**config.mk**
```make
export PLATFORM = sky130hd
export DESIGN_NAME = instr_fetch_ctrl
export DESIGN_NICKNAME = d
export VERILOG_FILES = /design/src/rtl/fetch_pkg.sv /design/src/rtl/fetch_queue.sv /design/src/rtl/instr_fetch_ctrl.sv
export SDC_FILE = /design/constraint.sdc
export NUM_CORES = 1
export LEC_CHECK = 0
export CORE_ASPECT_RATIO = 0.5
export CORE_MARGIN = 2
export CORE_UTILIZATION = 29
export CTS_CLUSTER_SIZE = 28
export DETAILED_ROUTE_END_ITERATION = 6
export GPL_TIMING_DRIVEN = 0
export MAX_ROUTING_LAYER = met4
export SKIP_LAST_GASP = 1
export SLEW_MARGIN = 20
export SYNTH_ARGS = -nofsm -noshare
export SYNTH_HDL_FRONTEND = slang
export SYNTH_SLANG_ARGS = --single-unit
```
**constraint.sdc**
```tcl
create_clock -name clk -period 3 [get_ports clk]
set_input_delay 0.3 -clock clk [delete_from_list [all_inputs] [get_ports clk]]
set_output_delay 0.3 -clock clk [all_outputs]
set_load 0.03 [all_outputs]
```
**src/rtl/fetch_pkg.sv**
```systemverilog
// Shared widths, state encoding and reset default for the instruction fetch path.
package fetch_pkg;
    localparam int ADDR_W  = 11;
    localparam int INSTR_W = 32;
    localparam logic [ADDR_W-1:0] RESET_PC_DEF = 11'd0;

    typedef enum logic [1:0] {
        ST_IDLE  = 2'd0,
        ST_FETCH = 2'd1,
        ST_STALL = 2'd2
    } fetch_state_t;
endpackage

```
**src/rtl/fetch_queue.sv**
```systemverilog
// Synchronous FIFO holding fetched {instruction, pc} pairs; flush empties it in one edge.
module fetch_queue #(
    parameter int DEPTH = 4,
    parameter int WIDTH = 43
) (
    input  logic                     clk,
    input  logic                     rst,
    input  logic                     flush,
    input  logic                     push,
    input  logic                     pop,
    input  logic [WIDTH-1:0]         wdata,
    output logic [WIDTH-1:0]         rdata,
    output logic [$clog2(DEPTH):0]   count
);
    localparam int PTR_W = $clog2(DEPTH);
    localparam int CNT_W = PTR_W + 1;

    logic [WIDTH-1:0] r_mem [DEPTH];
    logic [PTR_W-1:0] r_wr;
    logic [PTR_W-1:0] r_rd;
    logic [CNT_W-1:0] r_count;

    // Storage needs no reset: nothing is read unless count says it was written.
    always_ff @(posedge clk) begin
        if (push && !flush)
            r_mem[r_wr] <= wdata;
    end

    always_ff @(posedge clk or posedge rst) begin
        if (rst) begin
            r_wr    <= '0;
            r_rd    <= '0;
            r_count <= '0;
        end else if (flush) begin
            r_wr    <= '0;
            r_rd    <= '0;
            r_count <= '0;
        end else begin
            if (push) r_wr <= r_wr + PTR_W'(1);
            if (pop)  r_rd <= r_rd + PTR_W'(1);
            case ({push, pop})
                2'b10:   r_count <= r_count + CNT_W'(1);
                2'b01:   r_count <= r_count - CNT_W'(1);
                default: r_count <= r_count;
            endcase
        end
    end

    assign rdata = r_mem[r_rd];
    assign count = r_count;
endmodule

```
**src/rtl/instr_fetch_ctrl.sv**
```systemverilog
// Instruction fetch controller: walks pc through external imem into a small queue feeding decode.
module instr_fetch_ctrl
    import fetch_pkg::*;
#(
    parameter int                DEPTH    = 4,
    parameter logic [ADDR_W-1:0] RESET_PC = RESET_PC_DEF
) (
    input  logic               clk,
    input  logic               rst,
    input  logic               fetch_en,
    output logic [ADDR_W-1:0]  imem_addr,
    input  logic [INSTR_W-1:0] imem_data,
    input  logic               redirect_valid,
    input  logic [ADDR_W-1:0]  redirect_pc,
    output logic               inst_valid,
    input  logic               inst_ready,
    output logic [INSTR_W-1:0] inst_data,
    output logic [ADDR_W-1:0]  inst_pc,
    output logic               busy
);
    localparam int CNT_W = $clog2(DEPTH) + 1;
    localparam int Q_W   = INSTR_W + ADDR_W;

    fetch_state_t      r_state;
    fetch_state_t      w_state_nxt;
    logic [ADDR_W-1:0] r_pc;
    logic [CNT_W-1:0]  w_count;
    logic [Q_W-1:0]    w_head;
    logic              w_valid;
    logic              w_pop;
    logic              w_full;
    logic              w_fetch;

    assign w_valid = (w_count != '0);
    assign w_full  = (w_count == CNT_W'(DEPTH));
    assign w_pop   = w_valid && inst_ready;
    // A pop frees a slot in the same edge, so a full queue can still accept a fetch.
    assign w_fetch = (r_state == ST_FETCH) && fetch_en && !redirect_valid && (!w_full || w_pop);

    fetch_queue #(.DEPTH(DEPTH), .WIDTH(Q_W)) u_queue (
        .clk   (clk),
        .rst   (rst),
        .flush (redirect_valid),
        .push  (w_fetch),
        .pop   (w_pop),
        .wdata ({imem_data, r_pc}),
        .rdata (w_head),
        .count (w_count)
    );

    always_comb begin
        w_state_nxt = r_state;
        case (r_state)
            ST_IDLE:
                if (fetch_en) w_state_nxt = ST_FETCH;
            ST_FETCH:
                if (!fetch_en)
                    w_state_nxt = ST_IDLE;
                else if (!redirect_valid && !w_pop &&
                         (w_full || (w_fetch && w_count == CNT_W'(DEPTH - 1))))
                    w_state_nxt = ST_STALL;
            ST_STALL:
                if (!fetch_en)
                    w_state_nxt = ST_IDLE;
                else if (w_pop || redirect_valid)
                    w_state_nxt = ST_FETCH;
            default:
                w_state_nxt = ST_IDLE;
        endcase
    end

    always_ff @(posedge clk or posedge rst) begin
        if (rst) begin
            r_state <= ST_IDLE;
            r_pc    <= RESET_PC;
        end else begin
            r_state <= w_state_nxt;
            if (redirect_valid)
                r_pc <= redirect_pc;
            else if (w_fetch)
                r_pc <= r_pc + ADDR_W'(1);
        end
    end

    assign imem_addr  = r_pc;
    assign busy       = (r_state != ST_IDLE);
    assign inst_valid = w_valid;
    assign inst_data  = w_valid ? w_head[ADDR_W +: INSTR_W] : '0;
    assign inst_pc    = w_valid ? w_head[ADDR_W-1:0] : '0;
endmodule
```
Word-level counts from Yosys, hierarchy flattened
Memory sizes are Yosys's and may differ from the RTL's.
Cells that the tools add are included.
Widths: inputs -> output; s select.
Operators by class
  shift-type cells: 0
  divide/modulo/power cells: 0
  $add $sub $neg: 5
  muxes and demuxes: 18
  equality and inequality tests: 9
  bitwise gates (word level): 0
  $mul: 0
  $lt $le $gt $ge: 0
  reductions and logical operators: 21
Operators with widths (number)
  $mux 11: 3
  $mux 32: 1
  $mux 2: 9
  $add 11x1->11 const B: 1
  $logic_and 1x1->1: 8
  $pmux 2 s3: 1
  $pmux 3 s2: 1
  $reduce_bool 2->1: 3
  $reduce_bool 3->1: 2
  $add 2x1->2 const B: 2
  $eq 2x1->1 const B: 2
  $eq 2x2->1 const B: 2
  $add 3x1->3 const B: 1
  $eq 3x2->1 const B: 1
  $eq 3x3->1 const B: 1
  $logic_not 1->1: 3
  $logic_or 1x1->1: 3
  $mux 3: 1
  $ne 3x2->1 const B: 1
  $ne 3x3->1 const B: 1
  $reduce_and 3->1: 1
  $sub 3x1->3 const B: 1
  $logic_not 2->1: 1
  $mux 1: 2
  $ne 2x2->1 const B: 1
Word-level totals
  memory bits (read-only): 0
  memories kept: 1
  word-level logic and storage cells: 59
  bits in registers: 20
  latch bits: 0
  RAM bits: 172
  output and inout port bits: 56
Memories
  u_queue.r_mem: depth 4, width 43, rd ports 1, clocked after Yosys merged registers in 0, wr ports 1, line fetch_queue.sv:18  | logic [WIDTH-1:0] r_mem [DEPTH];

Longest topological paths before layout
Gate-level depths: netlist (run 1).
  word-level depth: 10
  gate-level depth with buffers: 10

Hierarchy
Synthesis (run 1) repeated with hierarchy kept, for this count alone.
Unflattened totals
  cells, all modules: 407
  area total of the unflattened synthesis: 7812.5 um2
By module, submodules not included
  fetch_queue: instances 1, seq. area each 5340.1 um2, area an instance 6695.2 um2, cells each 267
  instr_fetch_ctrl: instances 1, seq. area each 325.3 um2, area an instance 1117.3 um2, cells each 140

Worst setup path after synthesis (run 1)
OpenSTA, ideal clock, no wires.
  path kind: register to register
  start point: register r_state[1]
  end point: memory u_queue.r_mem[0][0], enable pin
  stages on the path, launching flop included: 4
  setup time: 0.405 ns
  slack: 0.493 ns
  period minus slack after synthesis: 2.507 ns
  data required time: 2.595 ns
  arrival time: 2.102 ns
  cell sequence: dfrtp_1 > nand3b_1 > nor3_1 > and2_1
On the way
  cells in the longest elaborated chain, start to end: 7
Ends and longest elaborated chain
  from (decl): line instr_fetch_ctrl.sv:24  | fetch_state_t r_state;
  from (signal assigned): line instr_fetch_ctrl.sv:77  | r_state <= w_state_nxt;
  $eq 2x1->1: line instr_fetch_ctrl.sv:38  | assign w_fetch = (r_state == ST_FETCH) && fetch_en && !redirect_valid && (!w_full || w_pop);
  $logic_and 1x1->1 (3 in a row): line instr_fetch_ctrl.sv:38
  $logic_and 1x1->1: line fetch_queue.sv:25  | if (push && !flush)
  $mux 1: line fetch_queue.sv:25
  $mux 1 (implied by the code): line fetch_queue.sv:26  | r_mem[r_wr] <= wdata;
  to (decl): line fetch_queue.sv:18
No other way between the ends.

Worst setup path after layout (run 1)
  start point: register u_queue.r_rd[0]
  end point: output inst_pc[1]
On the way
  cells in the longest elaborated chain, start to end: 2
Ends and longest elaborated chain
  from (decl): line fetch_queue.sv:20  | logic [PTR_W-1:0] r_rd;
  from (signal assigned): line fetch_queue.sv:40  | if (pop) r_rd <= r_rd + PTR_W'(1);
  $mem_v2 4x43
  $mux 11: line instr_fetch_ctrl.sv:89  | assign inst_pc = w_valid ? w_head[ADDR_W-1:0] : '0;
  to (decl): line instr_fetch_ctrl.sv:18  | output logic [ADDR_W-1:0] inst_pc,
No other way between the ends.

==> results.cfg, run 1 <==
[worst_setup_path]
crit_path_end_kind = output pin
cp_max_fo = 10
start_kind = register
crit_start = u_queue.r_rd[0]$_DFFE_PP0P_
crit_type = reg -> out
reg2reg_from = r_state[1]$_DFFE_PP0P_
r2r_slack_ns = 0.41
crit_arrival_ns = 2.64
critPathRequiredTime_ns = 2.70

[global_routing]
grt_usage_pct = 12.2
antenna_found_initial = 1
grt_max_degree = 44
grt_pass1_vias = 4377
grt_pass1_wl_mm = 24.9
grt-ovfl-total = 0

[floorplan]
pin_count = 104
die_y_um = 120
initial_core_util_pct = 29.5
core_sq_mm = 0.0264
num_rows = 42
die_w_um = 236
die-area_sq_mm = 0.0283

[timing]
worstMarginPinSlew_ns = 0.827
rsz0062_at_grt = true
report.final.slew_viol_count = 0
fmax_mhz = 340
setup_viol = 0
clock_skew_ns = 0.00862
finalCritPeriodShare_pct = 97.9
max-slew-margin-rel_pct = 44.8
period_needed_ns = 2.94
hold_viol = 0

[synthesis]
synth_top_family_by_area = multiplexers
synth-compound-area-share_pct = 1.69
dominantRegCellSynth = edfxtp_1
synthAdderAreaFrac_pct = 1.06
yosysSeqAreaShare_pct = 72.7
yosysWarnings = 0
syn_inst = 414
async_reset_ff_share_pct = 10.4
netlist_area_sq_mm = 0.00779
syn_avg_cell_area_sq_um = 18.8
synth-simple-area-share_pct = 8.62
syn_nets = 468
synth-seq-cells = 192
synth_edf_count = 172
ys_types = 47
synth-xor-area-share_pct = 1.33
synth_mux_area_share_pct = 13.0

[placement]
dp_hpwl_mm = 10.1
dp.cells = 868
placement.io_buffers = 101
gp_congestion = 0.812
placedInstanceArea_sq_mm = 0.00928

[clocking]
cts_tree = yes
cts_num_sinks = 192
clock_path_buffers = 2
clkTransAtPathRegs_ns = 0.07
clk_latency_ns = 0.42
cts.hold.buffers_added = 0
cts_setup_buffers = 0
cts_root_buf = clkbuf_16
numCtsBuffers = 17
htree_levels = 4

[layout]
final_common_cell = edfxtp_1
final_cell_mix = edfxtp_1 (172), clkdlybuf4s50_1 (98), mux4_2 (43), and2_1 (43), dfrtp_1 (20)
areaGrowthSynthToFinish_pct = 27.0
design_area_sq_mm = 0.00989
fill_cells = 2404
drive_gt1_share_pct = 19.0
fin_nets = 589
final_cells = 901

[run]
maxCapViolCount = 0

[power]
power.leakage_nw = 3.23
ir_worst_vdd_mv = 0.462
powerDensity_mw_per_mm2 = 838

[status]
status = finished, final reports clean

[detailed_routing]
vias = 4123
drc = 0
via_per_inst = 4.58
drtPass1Iterations = 4
wl_per_cell_um = 17.9
drt_iter0_drc = 224
final_antenna_net_count = 0
routed_wl_mm = 16.1

[min_path]
min_path_type = in -> async
[critical path, cell delays in order, from the launching register on]
cell and delay, ns:
dfrtp_1 0.32, buf_2 0.26, buf_4 0.30, mux4_2 0.53, and2_1 0.20, clkdlybuf4s50_1 0.59
[cell usage after synthesis, drive strengths merged (2+ instances only)]
cell | number | area share, %
mux4 | 43 | 12
nor4b | 4 | 0.64
dfrtp | 20 | 6.4
clkbuf | 13 | 0.63
inv | 6 | 0.29
nand2 | 14 | 0.77
a21oi | 2 | 0.13
nor2b | 5 | 0.40
ha | 5 | 0.80
nand2b | 3 | 0.24
edfxtp | 172 | 66
nand4 | 3 | 0.24
xor2 | 6 | 0.77
and2 | 47 | 3.8
or3 | 2 | 0.18
xnor2 | 5 | 0.56
nand3 | 7 | 0.45
o21ai | 11 | 0.71
nor4 | 4 | 0.32
nor2 | 9 | 0.53
nor3 | 2 | 0.13
buf | 9 | 0.66
mux2i | 3 | 0.39
and3b | 2 | 0.22
[timing repair]
action                                  4_1_cts  5_1_grt
endpoints found under the setup margin       39       39
gates resized for setup                      11        6
pin swaps                                     0        0
cloned                                        0        0
[area by class of cell]
| type | instances | area (sq um) | share of cell area [%] |
|---|---|---|---|
| multi-input combinational | 194 | 2010 | 20.3 |
| clock inverter | 14 | 154 | 1.56 |
| buffer | 22 | 121 | 1.23 |
| clock buffer | 18 | 429 | 4.34 |
| tap | 352 | 440 | 4.45 |
| antenna | 1 | 2.50 | 0.0253 |
| timing repair buffer | 102 | 1050 | 10.6 |
| inverter | 6 | 22.5 | 0.228 |
| sequential | 192 | 5670 | 57.3 |
[registers in the layout (all words and copies together) (netlist names)]
signal,cells
u_queue.r_mem,172
r_state,2
imem_addr,11
u_queue.count,3
u_queue.r_rd,2
u_queue.r_wr,2
[worst paths after layout]
path,to,depth (start not counted)
worst max register to register,u_queue.count[2]$_DFFE_PP0P_,7
worst min register to register,r_state[0]$_DFFE_PP0P_,1
worst min-delay path,imem_addr[0]$_DFFE_PP0P_,2
max in group asynchronous,u_queue.r_rd[0]$_DFFE_PP0P_,2
worst max-delay path,inst_pc[1],5
min in group clk,u_queue.r_rd[0]$_DFFE_PP0P_,4
[logic make-up after synthesis]
kind of cell / after synthesis
multiplexers: 47
adder cells (fa/ha/maj): 6
flip-flops: 192
XOR/XNOR: 11
AND/OR/NAND/NOR: 109
buffers and inverters: 28
AO/OA/AOI/OAI: 21
[layer usage]
metal / global-route usage, % / up-vias / part of all wire (%)
met5: - / - / 0
met4: 3.90 / 0 / 1.6
met3: 3.17 / 11 / 3.4
met2: 20.3 / 60 / 52
met1: 14.8 / 2172 / 43
li1: - / 1880 / -
[metrics by stage]
stage          util (%)  setup slack (ns)  power (mW)  TNS, ns  hold WS [ns]
4_1_cts            37.4           -0.0206        8.40  -0.0261         0.341
2_1_floorplan         -             0.493        5.00        0         0.264
5_1_grt            37.4           -0.0808        8.65    -1.71         0.380
3_5_place_dp       35.1            0.0751        6.17        0         0.565
3_3_place_gp       35.0             -1.04        6.16  -174.13         0.546
6_report           37.4            0.0630        8.29        0         0.342
[power breakdown]
part           internal (mW)  switching [mW]  total (mW)
sequential              3.04           0.100        3.14
combinational           1.30            1.63        2.93
clock                   1.18            1.03        2.21
Power figures use the tool's default switching activity.
==> inputs of run 2 (changes only) <==
--- a/config.mk
+++ b/config.mk
@@ -7,13 +7,12 @@
 export LEC_CHECK = 0
 export CORE_ASPECT_RATIO = 0.5
 export CORE_MARGIN = 2
-export CORE_UTILIZATION = 29
+export CORE_UTILIZATION = 35
 export CTS_CLUSTER_SIZE = 28
 export DETAILED_ROUTE_END_ITERATION = 6
 export GPL_TIMING_DRIVEN = 0
 export MAX_ROUTING_LAYER = met4
 export SKIP_LAST_GASP = 1
-export SLEW_MARGIN = 20
 export SYNTH_ARGS = -nofsm -noshare
 export SYNTH_HDL_FRONTEND = slang
 export SYNTH_SLANG_ARGS = --single-unit
==> run 2 against run 1 <==
Against the previous run:
- flip-flop and latch count did not move
- first-iteration DRC count rose by 36%
- register-to-register slack barely moved
- clock-buffer cell count did not move
- clock skew rose by 0.00077 ns
==> results.cfg, run 2 (same netlist as run 1, synthesis figures left out) <==
[power]
pwr-share-clk_pct = 26.4
p_seq_share_pct = 38.3
ir_worst_vdd_mv = 0.365
intPower_mw = 5.46
switching_share_pct = 33.5
powerDensity_mw_per_mm2 = 829
comb_power_share_pct = 35.3
switching_power_mw = 2.75
power.leakage_nw = 3.44
p_total_mw = 8.21

[placement]
dpl_worst_slack_ns = -0.0386
dp.cells = 819
dp_hpwl_mm = 10.2
placement.io_buffers = 101
gp_congestion = 0.793
placedInstanceArea_sq_mm = 0.00926

[floorplan]
core_sq_mm = 0.0218
die_w_um = 215
num_rows = 38
initial_core_util_pct = 35.8
pin_count = 104
die_y_um = 110
die-area_sq_mm = 0.0235

[timing]
hold_viol = 0
rsz0062_at_grt = false
fmax_mhz = 345
period_needed_ns = 2.90
setup_viol = 0
report.final.slew_viol_count = 0
max-slew-margin-rel_pct = 42.5
worstMarginPinSlew_ns = 0.862
finalCritPeriodShare_pct = 96.6
clock_skew_ns = 0.00939
whs_ns = 0.345
setup_tns_ns = 0
fin_ws_ns = 0.102

[worst_setup_path]
crit_path_end_kind = output pin
reg2reg_from = r_state[1]$_DFFE_PP0P_
crit_arrival_ns = 2.60
cp_max_fo = 10
start_kind = register
crit_type = reg -> out
critPathRequiredTime_ns = 2.70
crit_start = u_queue.count[0]$_DFFE_PP0P_

[clocking]
cts.hold.buffers_added = 0
clkTransAtPathRegs_ns = 0.07
cts_resized = 12
htree_levels = 4
clk_latency_ns = 0.43
numCtsBuffers = 17
cts_setup_buffers = 0
cts_tree = yes
clock_path_buffers = 2
cts_num_sinks = 192
cts_root_buf = clkbuf_16

[run]
maxCapViolCount = 0

[layout]
final_common_cell = edfxtp_1
largest_register_ffs = 172
final_core_util_pct = 45.5
final_cells = 850
design_area_sq_mm = 0.00990
areaGrowthSynthToFinish_pct = 27.0
fin_nets = 591
drive_gt1_share_pct = 19.8
regMostFlops = u_queue.r_mem
n_antenna_cell = 0
final_cell_mix = edfxtp_1 (172), clkdlybuf4s50_1 (86), mux4_2 (43), and2_1 (43), dfrtp_1 (19)

[detailed_routing]
drc = 0
final_antenna_net_count = 0
vias = 4104
drtPass1Iterations = 4
wl_per_cell_um = 18.5
routed_wl_mm = 15.7
drt_iter0_drc = 305
via_per_inst = 4.83

[min_path]
min_path_type = in -> async

[global_routing]
grt_pass1_vias = 4309
grt-ovfl-total = 0
grt_max_degree = 32
grt_usage_pct = 14.4
antenna_found_initial = 0
grt_pass1_wl_mm = 24.5

[status]
status = finished, final reports clean
==> run 2: final timing paths <==
check | endpoint | slack, ns | cells past startpoint
max in group asynchronous | u_queue.count[1]$_DFFE_PP0P_ | 2.07 | 2
worst min register to register | r_state[0]$_DFFE_PP0P_ | 0.57 | 1
min in group clk | u_queue.r_rd[0]$_DFFE_PP0P_ | 0.36 | 4
worst max-delay path | inst_data[8] | 0.10 | 6
worst min-delay path | r_state[1]$_DFFE_PP0P_ | 0.35 | 2
worst max register to register | u_queue.r_mem[1][19]$_DFFE_PP_ | 0.41 | 4
==> run 2: critical path, cell delays in order (launching register included) <==
cell and delay, ns:
dfrtp_1 0.41, buf_6 0.15, or3_1 0.36, buf_2 0.23, clkbuf_2 0.23, and2_1 0.19
clkdlybuf4s50_1 0.59
==> run 2: final cells by class <==
| type | instances | area (sq um) |
|---|---|---|
| tap | 300 | 375 |
| fill | 1900 | 11900 |
| inverter | 6 | 22.5 |
| clock buffer | 18 | 429 |
| buffer | 21 | 130 |
| clock inverter | 14 | 138 |
| sequential | 192 | 5670 |
| multi-input combinational | 194 | 2010 |
| timing repair buffer | 105 | 1130 |
==> run 2: power groups by stage <==
stage	clock network (mW)	logic (mW)	registers [mW]
2_1_floorplan	0	1.80	3.20
3_3_place_gp	0	2.93	3.20
3_5_place_dp	0	2.95	3.20
4_1_cts	2.22	2.99	3.14
5_1_grt	2.32	3.11	3.16
6_report	2.16	2.90	3.15
==> run 2: routing by layer <==
layer	vias up	wire length, um	share of wire, %	GRT usage, %
met5	-	0	0	-
met4	0	158	1.0	3.84
met3	13	459	2.9	3.32
met2	65	8000	51	23.9
met1	2139	7080	45	18.2
li1	1887	-	-	-
==> inputs of run 3 (changes only) <==
--- a/config.mk
+++ b/config.mk
@@ -5,6 +5,7 @@
 export SDC_FILE = /design/constraint.sdc
 export NUM_CORES = 1
 export LEC_CHECK = 0
+export CAP_MARGIN = 20
 export CORE_ASPECT_RATIO = 0.5
 export CORE_MARGIN = 2
 export CORE_UTILIZATION = 35
==> run 3 against run 2 <==
Against the previous run:
- first-iteration DRC count up 9.2%
- global-route usage fell by 0.11 points
- flip-flop and latch count is the same
- clock skew decreased by 0.00050 ns
- final cell count unchanged
- clock power about the same
- highest routed layer unchanged
- fmax is 0.78% lower
- sequential share of layout area about the same
- sequential power about the same
- worst setup slack got worse by 0.023 ns
- via count down 0.68%
- hold slack got worse by 0.0060 ns
==> results.cfg, run 3 (same netlist as run 1, synthesis figures left out) <==
[worst_setup_path]
endpoint = inst_data[5]
critPathRequiredTime_ns = 2.70
start_kind = register
crit_type = reg -> out
crit_path_top_delay_cell = clkdlybuf4s50_1
r2r_cells = 4
max_stage_delay_ns = 0.60
r2r-end = u_queue.r_mem[1][22]$_DFFE_PP_
r2r_slack_ns = 0.43
crit_family = buffers and inverters
cp_max_fo = 10
critPathBufInv = 4
path_depth = 6
crit_path_end_kind = output pin
crit_start = u_queue.count[0]$_DFFE_PP0P_
crit_arrival_ns = 2.62
reg2reg_from = r_state[1]$_DFFE_PP0P_
critical_path.cell_chain = buf_6 > or3_1 > buf_2 > clkbuf_2 > and2_1 > clkdlybuf4s50_1

[floorplan]
die_w_um = 215
die_y_um = 110
die-area_sq_mm = 0.0235
num_rows = 38
initial_core_util_pct = 35.8
pin_count = 104
core_sq_mm = 0.0218

[power]
powerDensity_mw_per_mm2 = 831
switching_power_mw = 2.75
intPower_mw = 5.47
power.leakage_nw = 3.42
ir_worst_vdd_mv = 0.333
switching_share_pct = 33.5
comb_power_share_pct = 35.4
p_seq_share_pct = 38.2
pwr-share-clk_pct = 26.3

[clocking]
numCtsBuffers = 17
cts_root_buf = clkbuf_16
clock_path_buffers = 2
cts.hold.buffers_added = 0
clkTransAtPathRegs_ns = 0.08
cts_tree = yes
cts_num_sinks = 192
htree_levels = 4
clk_latency_ns = 0.43

[detailed_routing]
drtPass1Iterations = 5
drt_iter0_drc = 333
wl_per_cell_um = 18.3
via_per_inst = 4.80
final_antenna_net_count = 0
vias = 4076
drc = 0
routed_wl_mm = 15.6

[timing]
finalCritPeriodShare_pct = 97.4
hold_viol = 0
fmax_mhz = 342
max-slew-margin-rel_pct = 43.2
setup_tns_ns = 0
report.final.slew_viol_count = 0
clock_skew_ns = 0.00889
rsz0062_at_grt = true
period_needed_ns = 2.92
setup_viol = 0
worstMarginPinSlew_ns = 0.851

[placement]
dp.cells = 819
placement.io_buffers = 101
gp_congestion = 0.793
dp_hpwl_mm = 10.2

[layout]
regMostFlops = u_queue.r_mem
final_cells = 850
final_common_cell = edfxtp_1
final_cell_mix = edfxtp_1 (172), clkdlybuf4s50_1 (88), mux4_2 (43), and2_1 (43), dfrtp_1 (20)
fin_nets = 591
drive_gt1_share_pct = 19.6
largest_register_ffs = 172
n_antenna_cell = 0
areaGrowthSynthToFinish_pct = 27.0

[min_path]
min_path_type = in -> async

[global_routing]
grt_pass1_wl_mm = 24.4
grt-ovfl-total = 0
grt_pass1_vias = 4315
antenna_found_initial = 0
grt_usage_pct = 14.3
grt_max_degree = 32

[status]
status = finished, final reports clean

[run]
maxCapViolCount = 0
## run 3: layout make-up
class                      count  area (sq um)
timing repair buffer         105          1120
buffer                        21           136
sequential                   192          5670
clock inverter                14           136
clock buffer                  18           429
fill                        1919         11900
inverter                       6          22.5
tap                          300           375
multi-input combinational    194          2010
## run 3: how the worst min path moves through the flow
stage / cells after the start / slack (ns) / start / end
finish: 2 / 0.34 / rst / r_state[1]$_DFFE_PP0P_
global route: 4 / 0.39 / inst_ready / u_queue.r_rd[1]$_DFFE_PP0P_
CTS: 4 / 0.34 / inst_ready / u_queue.r_rd[1]$_DFFE_PP0P_
detailed placement: 1 / 0.56 / r_state[0]$_DFFE_PP0P_ / r_state[0]$_DFFE_PP0P_
global placement: 1 / 0.55 / r_state[0]$_DFFE_PP0P_ / r_state[0]$_DFFE_PP0P_
floorplan: 1 / 0.26 / rst / imem_addr[0]$_DFFE_PP0P_
## run 3: power groups by stage
| stage | sequential (mW) | clock [mW] | combinational (mW) |
|---|---|---|---|
| after floorplan | 3.20 | 0 | 1.80 |
| after global placement | 3.20 | 0 | 2.93 |
| after detailed placement | 3.20 | 0 | 2.96 |
| after CTS | 3.14 | 2.22 | 3.01 |
| after global routing | 3.16 | 2.31 | 3.12 |
| final | 3.14 | 2.16 | 2.91 |
## run 3: repair_timing
| item | CTS | global route |
|---|---|---|
| setup endpoints to repair | 39 | 35 |
| buffers inserted | 0 | 0 |
| hold endpoints to repair | 0 | 0 |
| gates resized for setup | 17 | 14 |
## run 3: through the flow
step           hold WS (ns)  instance area, sq um  setup WS [ns]  util [%]  power, mW
6_report              0.339                  9900         0.0794      45.4       8.22
5_1_grt               0.386                  9900        -0.0187      45.4       8.60
4_1_cts               0.343                  9870       -0.00977      45.3       8.37
3_5_place_dp          0.556                  9260        -0.0234      42.5       6.16
3_3_place_gp          0.549                  9180          -1.13      42.1       6.13
2_1_floorplan         0.264                  7790          0.493         -       5.00
## run 3: routing by layer
| layer | up-vias | global-route usage [%] | share of wire (%) |
|---|---|---|---|
| met2 | 71 | 23.7 | 51 |
| met3 | 13 | 2.74 | 2.9 |
| met4 | 0 | 4.63 | 1.2 |
| met1 | 2117 | 18.1 | 45 |
| li1 | 1875 | - | - |
| met5 | - | - | 0 |
